File: src/rtl/alu_ctrl_pkg.sv
// Shared types and constants for the ALU front end: controller states,
// opcodes and the bit positions inside the 4-bit status word.
package alu_ctrl_pkg;

  typedef enum logic [1:0] {
    IDLE = 2'd0,
    LOAD = 2'd1,
    CAPT = 2'd2,
    RESP = 2'd3
  } state_e;

  localparam logic [1:0] OP_SUB = 2'b00;
  localparam logic [1:0] OP_CMP = 2'b01;
  localparam logic [1:0] OP_SHL = 2'b10;
  localparam logic [1:0] OP_CHG = 2'b11;

  localparam int ST_ERR    = 0;
  localparam int ST_EVEN   = 1;
  localparam int ST_OVF    = 2;
  localparam int ST_SINGLE = 3;

endpackage

File: src/rtl/ALU.sv
// Shared ALU datapath: operands are registered on every clock, and the result
// and status are decoded combinationally from those registers. Reset is active-low.
module ALU
  import alu_ctrl_pkg::*;
#(
  parameter int BITS = 8
) (
  input  logic            i_clk,
  input  logic            i_rst,
  input  logic [1:0]      i_op,
  input  logic [BITS-1:0] i_a,
  input  logic [BITS-1:0] i_b,
  output logic [BITS-1:0] o_out,
  output logic [3:0]      o_status
);

  logic [1:0]        op_q;
  logic [BITS-1:0]   a_q;
  logic [BITS-1:0]   b_q;
  logic [2*BITS-1:0] shl_w;

  always_ff @(posedge i_clk) begin
    if (!i_rst) begin
      op_q <= OP_SUB;
      a_q  <= '0;
      b_q  <= '0;
    end else begin
      op_q <= i_op;
      a_q  <= i_a;
      b_q  <= i_b;
    end
  end

  // SUB flags a borrow as ERROR; SHL flags an out-of-range shift amount as ERROR
  // and any bits pushed past the top as OVF. CMP yields 1 / 0 / all-ones.
  always_comb begin
    shl_w    = {{BITS{1'b0}}, a_q} << b_q;
    o_out    = '0;
    o_status = '0;
    case (op_q)
      OP_SUB: begin
        o_out            = a_q - b_q;
        o_status[ST_ERR] = (a_q < b_q);
      end
      OP_CMP: begin
        if (a_q > b_q)      o_out = BITS'(1);
        else if (a_q < b_q) o_out = '1;
      end
      OP_SHL: begin
        if (32'(b_q) >= 32'(BITS)) begin
          o_status[ST_ERR] = 1'b1;
        end else begin
          o_out            = shl_w[BITS-1:0];
          o_status[ST_OVF] = |shl_w[2*BITS-1:BITS];
        end
      end
      OP_CHG: o_out = a_q ^ b_q;
    endcase
    o_status[ST_EVEN]   = ~^o_out;
    o_status[ST_SINGLE] = ~|o_out[BITS-1:1];
  end

endmodule

File: src/rtl/rr_arb2.sv
// Two-way round-robin winner select. When both requesters are valid the
// pointer names the one that gets priority; otherwise the lone valid one wins.
module rr_arb2 (
  input  logic [1:0] valid_i,
  input  logic       ptr_i,
  output logic [1:0] gnt_o,
  output logic       idx_o
);

  always_comb begin
    gnt_o = 2'b00;
    idx_o = 1'b0;
    case (valid_i)
      2'b01: begin
        gnt_o = 2'b01;
        idx_o = 1'b0;
      end
      2'b10: begin
        gnt_o = 2'b10;
        idx_o = 1'b1;
      end
      2'b11: begin
        gnt_o = ptr_i ? 2'b10 : 2'b01;
        idx_o = ptr_i;
      end
      default: ;
    endcase
  end

endmodule

File: src/rtl/alu_arbiter.sv
// Round-robin front end that shares one ALU between two requesters and
// returns each result to its own requester, counting erroring results.
module alu_arbiter
  import alu_ctrl_pkg::*;
#(
  parameter int BITS  = 8,
  parameter int CNT_W = 8
) (
  input  logic                 i_clk,
  input  logic                 i_rst,
  input  logic [1:0]           i_req_valid,
  output logic [1:0]           o_req_ready,
  input  logic [1:0][1:0]      i_req_op,
  input  logic [1:0][BITS-1:0] i_req_a,
  input  logic [1:0][BITS-1:0] i_req_b,
  output logic [1:0]           o_rsp_valid,
  input  logic [1:0]           i_rsp_ready,
  output logic [BITS-1:0]      o_rsp_data,
  output logic [3:0]           o_rsp_status,
  output logic                 o_busy,
  output logic [CNT_W-1:0]     o_err_cnt
);

  state_e          state_q, state_d;
  logic            ptr_q, ptr_d;
  logic            gnt_q, gnt_d;
  logic [1:0]      op_q, op_d;
  logic [BITS-1:0] a_q, a_d;
  logic [BITS-1:0] b_q, b_d;
  logic [BITS-1:0] data_q, data_d;
  logic [3:0]      status_q, status_d;
  logic [CNT_W-1:0] err_q, err_d;

  logic [1:0]      win_gnt;
  logic            win_idx;
  logic [BITS-1:0] alu_out;
  logic [3:0]      alu_status;

  rr_arb2 u_arb (
    .valid_i (i_req_valid),
    .ptr_i   (ptr_q),
    .gnt_o   (win_gnt),
    .idx_o   (win_idx)
  );

  ALU #(.BITS(BITS)) u_alu (
    .i_clk    (i_clk),
    .i_rst    (~i_rst),
    .i_op     (op_q),
    .i_a      (a_q),
    .i_b      (b_q),
    .o_out    (alu_out),
    .o_status (alu_status)
  );

  always_ff @(posedge i_clk) begin
    if (i_rst) begin
      state_q  <= IDLE;
      ptr_q    <= 1'b0;
      gnt_q    <= 1'b0;
      op_q     <= OP_SUB;
      a_q      <= '0;
      b_q      <= '0;
      data_q   <= '0;
      status_q <= '0;
      err_q    <= '0;
    end else begin
      state_q  <= state_d;
      ptr_q    <= ptr_d;
      gnt_q    <= gnt_d;
      op_q     <= op_d;
      a_q      <= a_d;
      b_q      <= b_d;
      data_q   <= data_d;
      status_q <= status_d;
      err_q    <= err_d;
    end
  end

  // LOAD gives the ALU its input-register cycle; its result is only trusted in CAPT.
  always_comb begin
    state_d     = state_q;
    ptr_d       = ptr_q;
    gnt_d       = gnt_q;
    op_d        = op_q;
    a_d         = a_q;
    b_d         = b_q;
    data_d      = data_q;
    status_d    = status_q;
    err_d       = err_q;
    o_req_ready = 2'b00;
    o_rsp_valid = 2'b00;
    case (state_q)
      IDLE: begin
        if (!i_rst) o_req_ready = win_gnt;
        if (|(i_req_valid & o_req_ready)) begin
          gnt_d   = win_idx;
          op_d    = i_req_op[win_idx];
          a_d     = i_req_a[win_idx];
          b_d     = i_req_b[win_idx];
          state_d = LOAD;
        end
      end
      LOAD: state_d = CAPT;
      CAPT: begin
        data_d   = alu_out;
        status_d = alu_status;
        if (alu_status[ST_ERR] && (err_q != '1)) err_d = err_q + CNT_W'(1);
        state_d  = RESP;
      end
      RESP: begin
        o_rsp_valid[gnt_q] = 1'b1;
        if (i_rsp_ready[gnt_q]) begin
          ptr_d   = ~gnt_q;
          state_d = IDLE;
        end
      end
      default: state_d = IDLE;
    endcase
  end

  assign o_rsp_data   = data_q;
  assign o_rsp_status = status_q;
  assign o_err_cnt    = err_q;
  assign o_busy       = (state_q != IDLE);

endmodule

File: config.mk
export PLATFORM = sky130hd
export DESIGN_NAME = alu_arbiter
export DESIGN_NICKNAME = d
export VERILOG_FILES = /design/src/rtl/alu_ctrl_pkg.sv /design/src/rtl/ALU.sv /design/src/rtl/rr_arb2.sv /design/src/rtl/alu_arbiter.sv
export SDC_FILE = /design/constraint.sdc
export NUM_CORES = 1
export LEC_CHECK = 0
export ABC_AREA = 1
export CELL_PAD_IN_SITES_DETAIL_PLACEMENT = 1
export CELL_PAD_IN_SITES_GLOBAL_PLACEMENT = 1
export CORE_AREA = 2 2 104 96
export DETAILED_ROUTE_END_ITERATION = 8
export DIE_AREA = 0 0 106 98
export GPL_TIMING_DRIVEN = 0
export MAX_ROUTING_LAYER = met4
export PLACE_DENSITY_LB_ADDON = 0.2
export SLEW_MARGIN = 20
export SYNTH_ARGS = -nofsm -noshare
export SYNTH_HDL_FRONTEND = slang
export SYNTH_SLANG_ARGS = --single-unit
File: constraint.sdc
create_clock -name i_clk -period 5.1 [get_ports i_clk]
set_input_delay 0.51 -clock i_clk [delete_from_list [all_inputs] [get_ports i_clk]]
set_output_delay 0.51 -clock i_clk [all_outputs]
set_load 0.02 [all_outputs]
==> results.md <==
* Core Footprint at 9400 um^2
* Most numerous cell in the Yosys netlist: nand2_1
* Post-synth EDFFs at 0
* Largest net degree at the start of global routing at 12
* Largest area contributor in the netlist: dfxtp_1
* Hold depth at 2
* Hold Crit Class: reg -> reg
* Die Y at 98 um
* Setup tns final at 0 ps
* Synth top cells by count: nand2_1 (149), inv_1 (79), dfxtp_1 (60), nor2_1 (56), nand3_1 (40)
* Leak at 2.13 nW
* Routability cong. at 0.896
* DP HPWL at 8.86 mm
* Clock transition at the registers of the reported paths at 70 ps
* Grt met3 use at 4.14%
* Warnings, synthesis at 0
* Antenna cells at 0
* Rows at 34
* Yosys cell types at 40
* Fmax at 345 MHz
* Busiest layer in global routing: met2
* M2 GR Usage at 38.6%
* Synthesized area at 3650 um^2
* Dpl ws at 2190 ps
* Startpoint types: primary input
* Area after DPL at 4470 um^2
* Largest cells by area after synthesis: dfxtp_1 (33%), nand2_1 (15%), inv_1 (8.1%), nor2_1 (5.8%), nand3_1 (5.5%)
* GR Util met1 at 29.5%
* Vias per cell at 5.04
* Die ar. at 10400 um^2
* DRT iter0 DRCs at 97
* PortBufs at 66
* CTS resizes at 0
* Status: complete, no violations
* Post-synth ARST share at 0%
* Total wire length at 11.0 mm
* Peak VDD IR at 0.000156 V
* Yosys reg bits at 60
* WS Path Type: in -> out
* Post-route DRC at 0
* Post-Syn Instances at 557
* RSZ-0062 raised after global routing: no
* Clock buffer depth at 2
* Final WS setup at 2200 ps
* Initial Util at 38.9%
* Die span in x at 106 um
* Hold slack final at 424 ps
* FF-to-FF path depth at 13
* FF+latch area at 1200 um^2
* CTS H-tree depth at 3
* Fillers at 1271
* Measured slew at the worst slew-check pin at 537 ps
* Crit Path Max Fanout at 10
* Total number of vias at 3853
* Final cell utilization of the core at 50.0%
* Sequential share of the synthesized area at 32.9%
* Layout area overhead at 28.5%
* CTS Root Cell: clkbuf_8
* Io pins at 67
* Tot GR Track Use at 23.5%
* Layout cells sized above 1 at 9.09%
* Multi-input logic area at 2020 um^2
* Skew-Pair Late Insertion Delay at 330 ps
* Syn_nets at 612
* Power density over cell area at 453 nW/um^2
* Synthesized area per cell at 6.56 um^2
* Post-CTS Setup Repair Bufs at 0
* Ys flop type: dfxtp_1
* Max-Cap Viols at 0
* CTS tree: built
* Final Critical Period at 2900 ps
* Top-area cell type share of the netlist area at 32.9%
* Period utilization at 56.8%
* Final instance area at 4700 um^2
* Setup-failing EPs final at 0
* Fin nets at 689
* Routed Antenna Nets at 0
* Max Slew Vio Count at 0
* Worst EP required at 4590 ps
* Slew HR at 63.9%
* Arr. time, crit path at 2390 ps
* Hold Buf Count CTS at 0
* Final hold viol count at 0
* First-pass GRT wire length at 19.2 mm
* DR WL/cell at 14.4 um
* CTS sink count at 60
* CTS Buf Count at 9
* Gr ovfl total at 0
* Element type at the critical path end: primary output
* Initial antenna violation count at 0
* 1st-pass router iterations at 4
* Vias in the first global route at 4070
* Final Skew at 15.7 ps
layout by cell type, fill, tap and decap left out, types with 5 or more instances in the layout:
cell	count
nor2_1	56
nand3_2	7
a21oi_1	16
clkbuf_1	6
o21ai_0	31
inv_2	5
nand4_1	24
a31oi_1	19
clkdlybuf4s50_1	66
dfxtp_1	60
nand2_1	149
nand3_1	40
inv_1	79
ha_1	12
clkbuf_8	11
state kept, by name, indices dropped and copies added (netlist names):
| signal | cells |
|---|---|
| gnt_q | 1 |
| a_q | 8 |
| o_err_cnt | 8 |
| u_alu.b_q | 8 |
| op_q | 2 |
| b_q | 8 |
| u_alu.op_q | 2 |
| u_alu.a_q | 8 |
| o_rsp_data | 8 |
| ptr_q | 1 |
| o_rsp_status | 4 |
| state_q | 2 |
layout make-up:
class	count	share of cell area, %
clock buffers	11	3.22
clock inverters	4	1.55
plain buffers	18	2.26
flip-flops and latches	60	25.6
inverters	87	6.98
repair buffers	66	14.1
well taps	126	3.36
multi-input cells	392	43.0
worst paths after layout:
path | start | endpoint | slack [ps]
setup / recovery | i_req_valid[1] | o_req_ready[1] | 2200
hold / removal | b_q[6] | u_alu.b_q[6] | 420
setup reg to reg | u_alu.b_q[1] | o_err_cnt[7] | 2350
hold reg to reg | b_q[6] | u_alu.b_q[6] | 420
kinds of logic after synthesis:
logic type | Yosys count | share of synthesized area (%)
flops | 60 | 32.9
simple gates | 295 | 36.6
fa+ha+maj | 13 | 4.66
xor+xnor | 3 | 0.719
buf+inv | 105 | 11.9
compound gates | 81 | 13.3
critical path, stage by stage:
cell and delay (ps):
clkdlybuf4s50_1 470, inv_1 60, a21oi_4 240, inv_2 140, nor2_1 170, nand2_1 90
inv_1 90, clkdlybuf4s50_1 610
stage by stage:
step	instances	power, mW
2_1_floorplan	557	1.33
3_3_place_gp	749	1.61
3_5_place_dp	749	1.65
4_1_cts	764	2.14
5_1_grt	764	2.31
6_report	764	2.13
where the power goes:
part           total (mW)  leakage, nW  internal (mW)  switching, mW
clock network       0.485        0.111          0.298          0.187
logic                1.02         1.53          0.383          0.633
registers           0.625        0.490          0.563         0.0623
layer usage:
layer	part of all wire [%]	routed length [um]
met1	48	5230
met5	0	0
met4	1.5	168
met2	48	5240
met3	3.3	368
Power figures use the tool's default switching activity.
==> RTL edit (same settings) <==
Register the output `o_err_cnt` once more, without a reset; this adds one clock of latency there. The other outputs are not delayed to match.
--- a/src/rtl/alu_arbiter.sv
+++ b/src/rtl/alu_arbiter.sv
@@ -121,7 +121,9 @@
 
   assign o_rsp_data   = data_q;
   assign o_rsp_status = status_q;
-  assign o_err_cnt    = err_q;
+  always_ff @(posedge i_clk) begin
+    o_err_cnt <= err_q;
+  end
   assign o_busy       = (state_q != IDLE);
 
 endmodule
Function: changed (Yosys sat finds a counterexample within 4 cycles, from zero or initial values and one cycle with i_rst high).
==> RTL edit against the original RTL <==
Largest power group unchanged. Area after synthesis up 6.2%. Total power up 10%. Sequential cell count up 8. Setup slack worse by 0.46 ns. Largest cell class unchanged. Critical path depth up 2. Final area up 4.4%. Wire length up 5.3%.
==> RTL edit: results (changes against the original RTL) <==
Status:
- The flow ran to the end, and the final reports show no timing, DRC or antenna violations.

Power:
- The standby leakage power is 0.00218 uW (+2.7%).
- The maximum VDD drop is 0.188 mV (+21%).

GRT:
- The first-pass GRT wire length came to 20000 um (+4.1%).
- The met3 global-route usage was 0.0427 (+0.00134).
- The overall track demand over capacity in global routing is 0.245 (+0.0105).
- The global-route met2 utilization came to 0.414 (+0.0283).
- The pin count of the biggest net entering global routing was 13 (+1).
- The met1 capacity usage during global routing is 0.296 (+0.000756).
- The via count of the first global-routing pass is 4389 (+7.8%).

Timing:
- The clock skew is 0.00898 ns (-0.00674 ns).
- The relative slew slack is 0.607 (-0.0318).

Yosys:
- The number of nets produced by synthesis is 626 (+2.3%).
- After synthesis, the cell types taking the most area are dfxtp_1 35%, nand2_1 14%, inv_1 7.5%, nor2_1 5.3%, nand3_1 5.3%.
- The count of cell types in the netlist is 43 (+7.5%).
- The commonest cells after synthesis are 141 x nand2_1, 78 x inv_1, 68 x dfxtp_1.
- The part of the Yosys area used for sequential elements is 0.351 (+0.0220).
- The post-synthesis cell count is 571 (+2.5%).

Worst hold path:
- The startpoint identified for the worst hold timing path is err_q[4].

Setup path:
- The worst reg2reg path startpoint is u_alu.b_q[5].

CTS:
- The total clock buffers created by CTS was 9 (unchanged).

Route:
- The initial DRC count is 91 (-6.2%).
- The total detailed-routing wirelength is 11600 um (+5.3%).
- The total number of vias is 3992 (+3.6%).
- The routed via count divided by cell count is 5.12 (+1.6%).

Finish:
- The fraction of final layout cells with drive strength greater than 1 is 0.103 (+0.0117).
- The count of nets after finishing is 703 (+2.0%).

Place:
- The post-place setup slack was 1.75 ns (-0.443 ns).
- The placed instance area is 4700 um^2 (+5.1%).
- The cell count after placement is 763 (+1.9%).
- The HPWL after detailed placement came to 9340 um (+5.4%).
- The final weighted congestion in routability-driven placement is 0.909 (+1.4%).
==> RTL edit: worst max-delay path, cell delays in order <==
cell and delay (ns):
clkdlybuf4s50_1 0.47, inv_1 0.08, a21oi_4 0.26, inv_2 0.06, a31oi_1 0.19, inv_1 0.08, nor2_2 0.30, inv_1 0.11
nor2_1 0.15, clkdlybuf4s50_1 0.63
==> RTL edit: metal layers <==
metal / share of wire / routed length (um) / vias up
met5: 0 / 0 / -
met4: 0.020 / 229 / 0
met3: 0.041 / 472 / 24
met2: 0.48 / 5610 / 96
met1: 0.46 / 5280 / 1867
li1: - / - / 2005
==> RTL edit: cell type report <==
cell class	count	area, um^2
sequential	68	1360
clock inverter	6	63.8
clock buffer	10	138
fill	1225	4500
inverter	89	337
timing repair buffer	66	661
buffer	19	101
tap	126	158
multi-input combinational	395	2080
==> RTL edit: logic make-up (layout without fill, tap and decap cells) <==
logic type                 Yosys count  in the layout  share of synthesized area
and+or+nand+nor                    297            297                      0.360
buffers and inverters              108            190                      0.113
AOI/OAI and AO/OA                   81             81                      0.124
DFF                                 68             68                      0.351
adders and majority gates           13             13                     0.0438
xor gates and xnor gates             4              4                    0.00903
==> RTL edit: final timing paths <==
kind	end	slack [ns]	depth (start not counted)
worst min-delay path	o_err_cnt[4]	0.37	0
worst min register to register	o_err_cnt[4]	0.37	0
worst max-delay path	o_req_ready[1]	1.75	10
worst max register to register	err_q[7]	2.36	15
==> RTL edit: through the flow <==
step,utilization,power (uW)
after CTS,0.521,2360
final,0.521,2340
after global placement,0.500,1840
after detailed placement,0.500,1910
after global routing,0.521,2550
after floorplan,-,1530
==> RTL edit: report_power, final <==
| group | switching [uW] | total, uW | internal [uW] |
|---|---|---|---|
| registers | 70.2 | 709 | 638 |
| logic | 748 | 1190 | 439 |
| clock network | 207 | 445 | 238 |
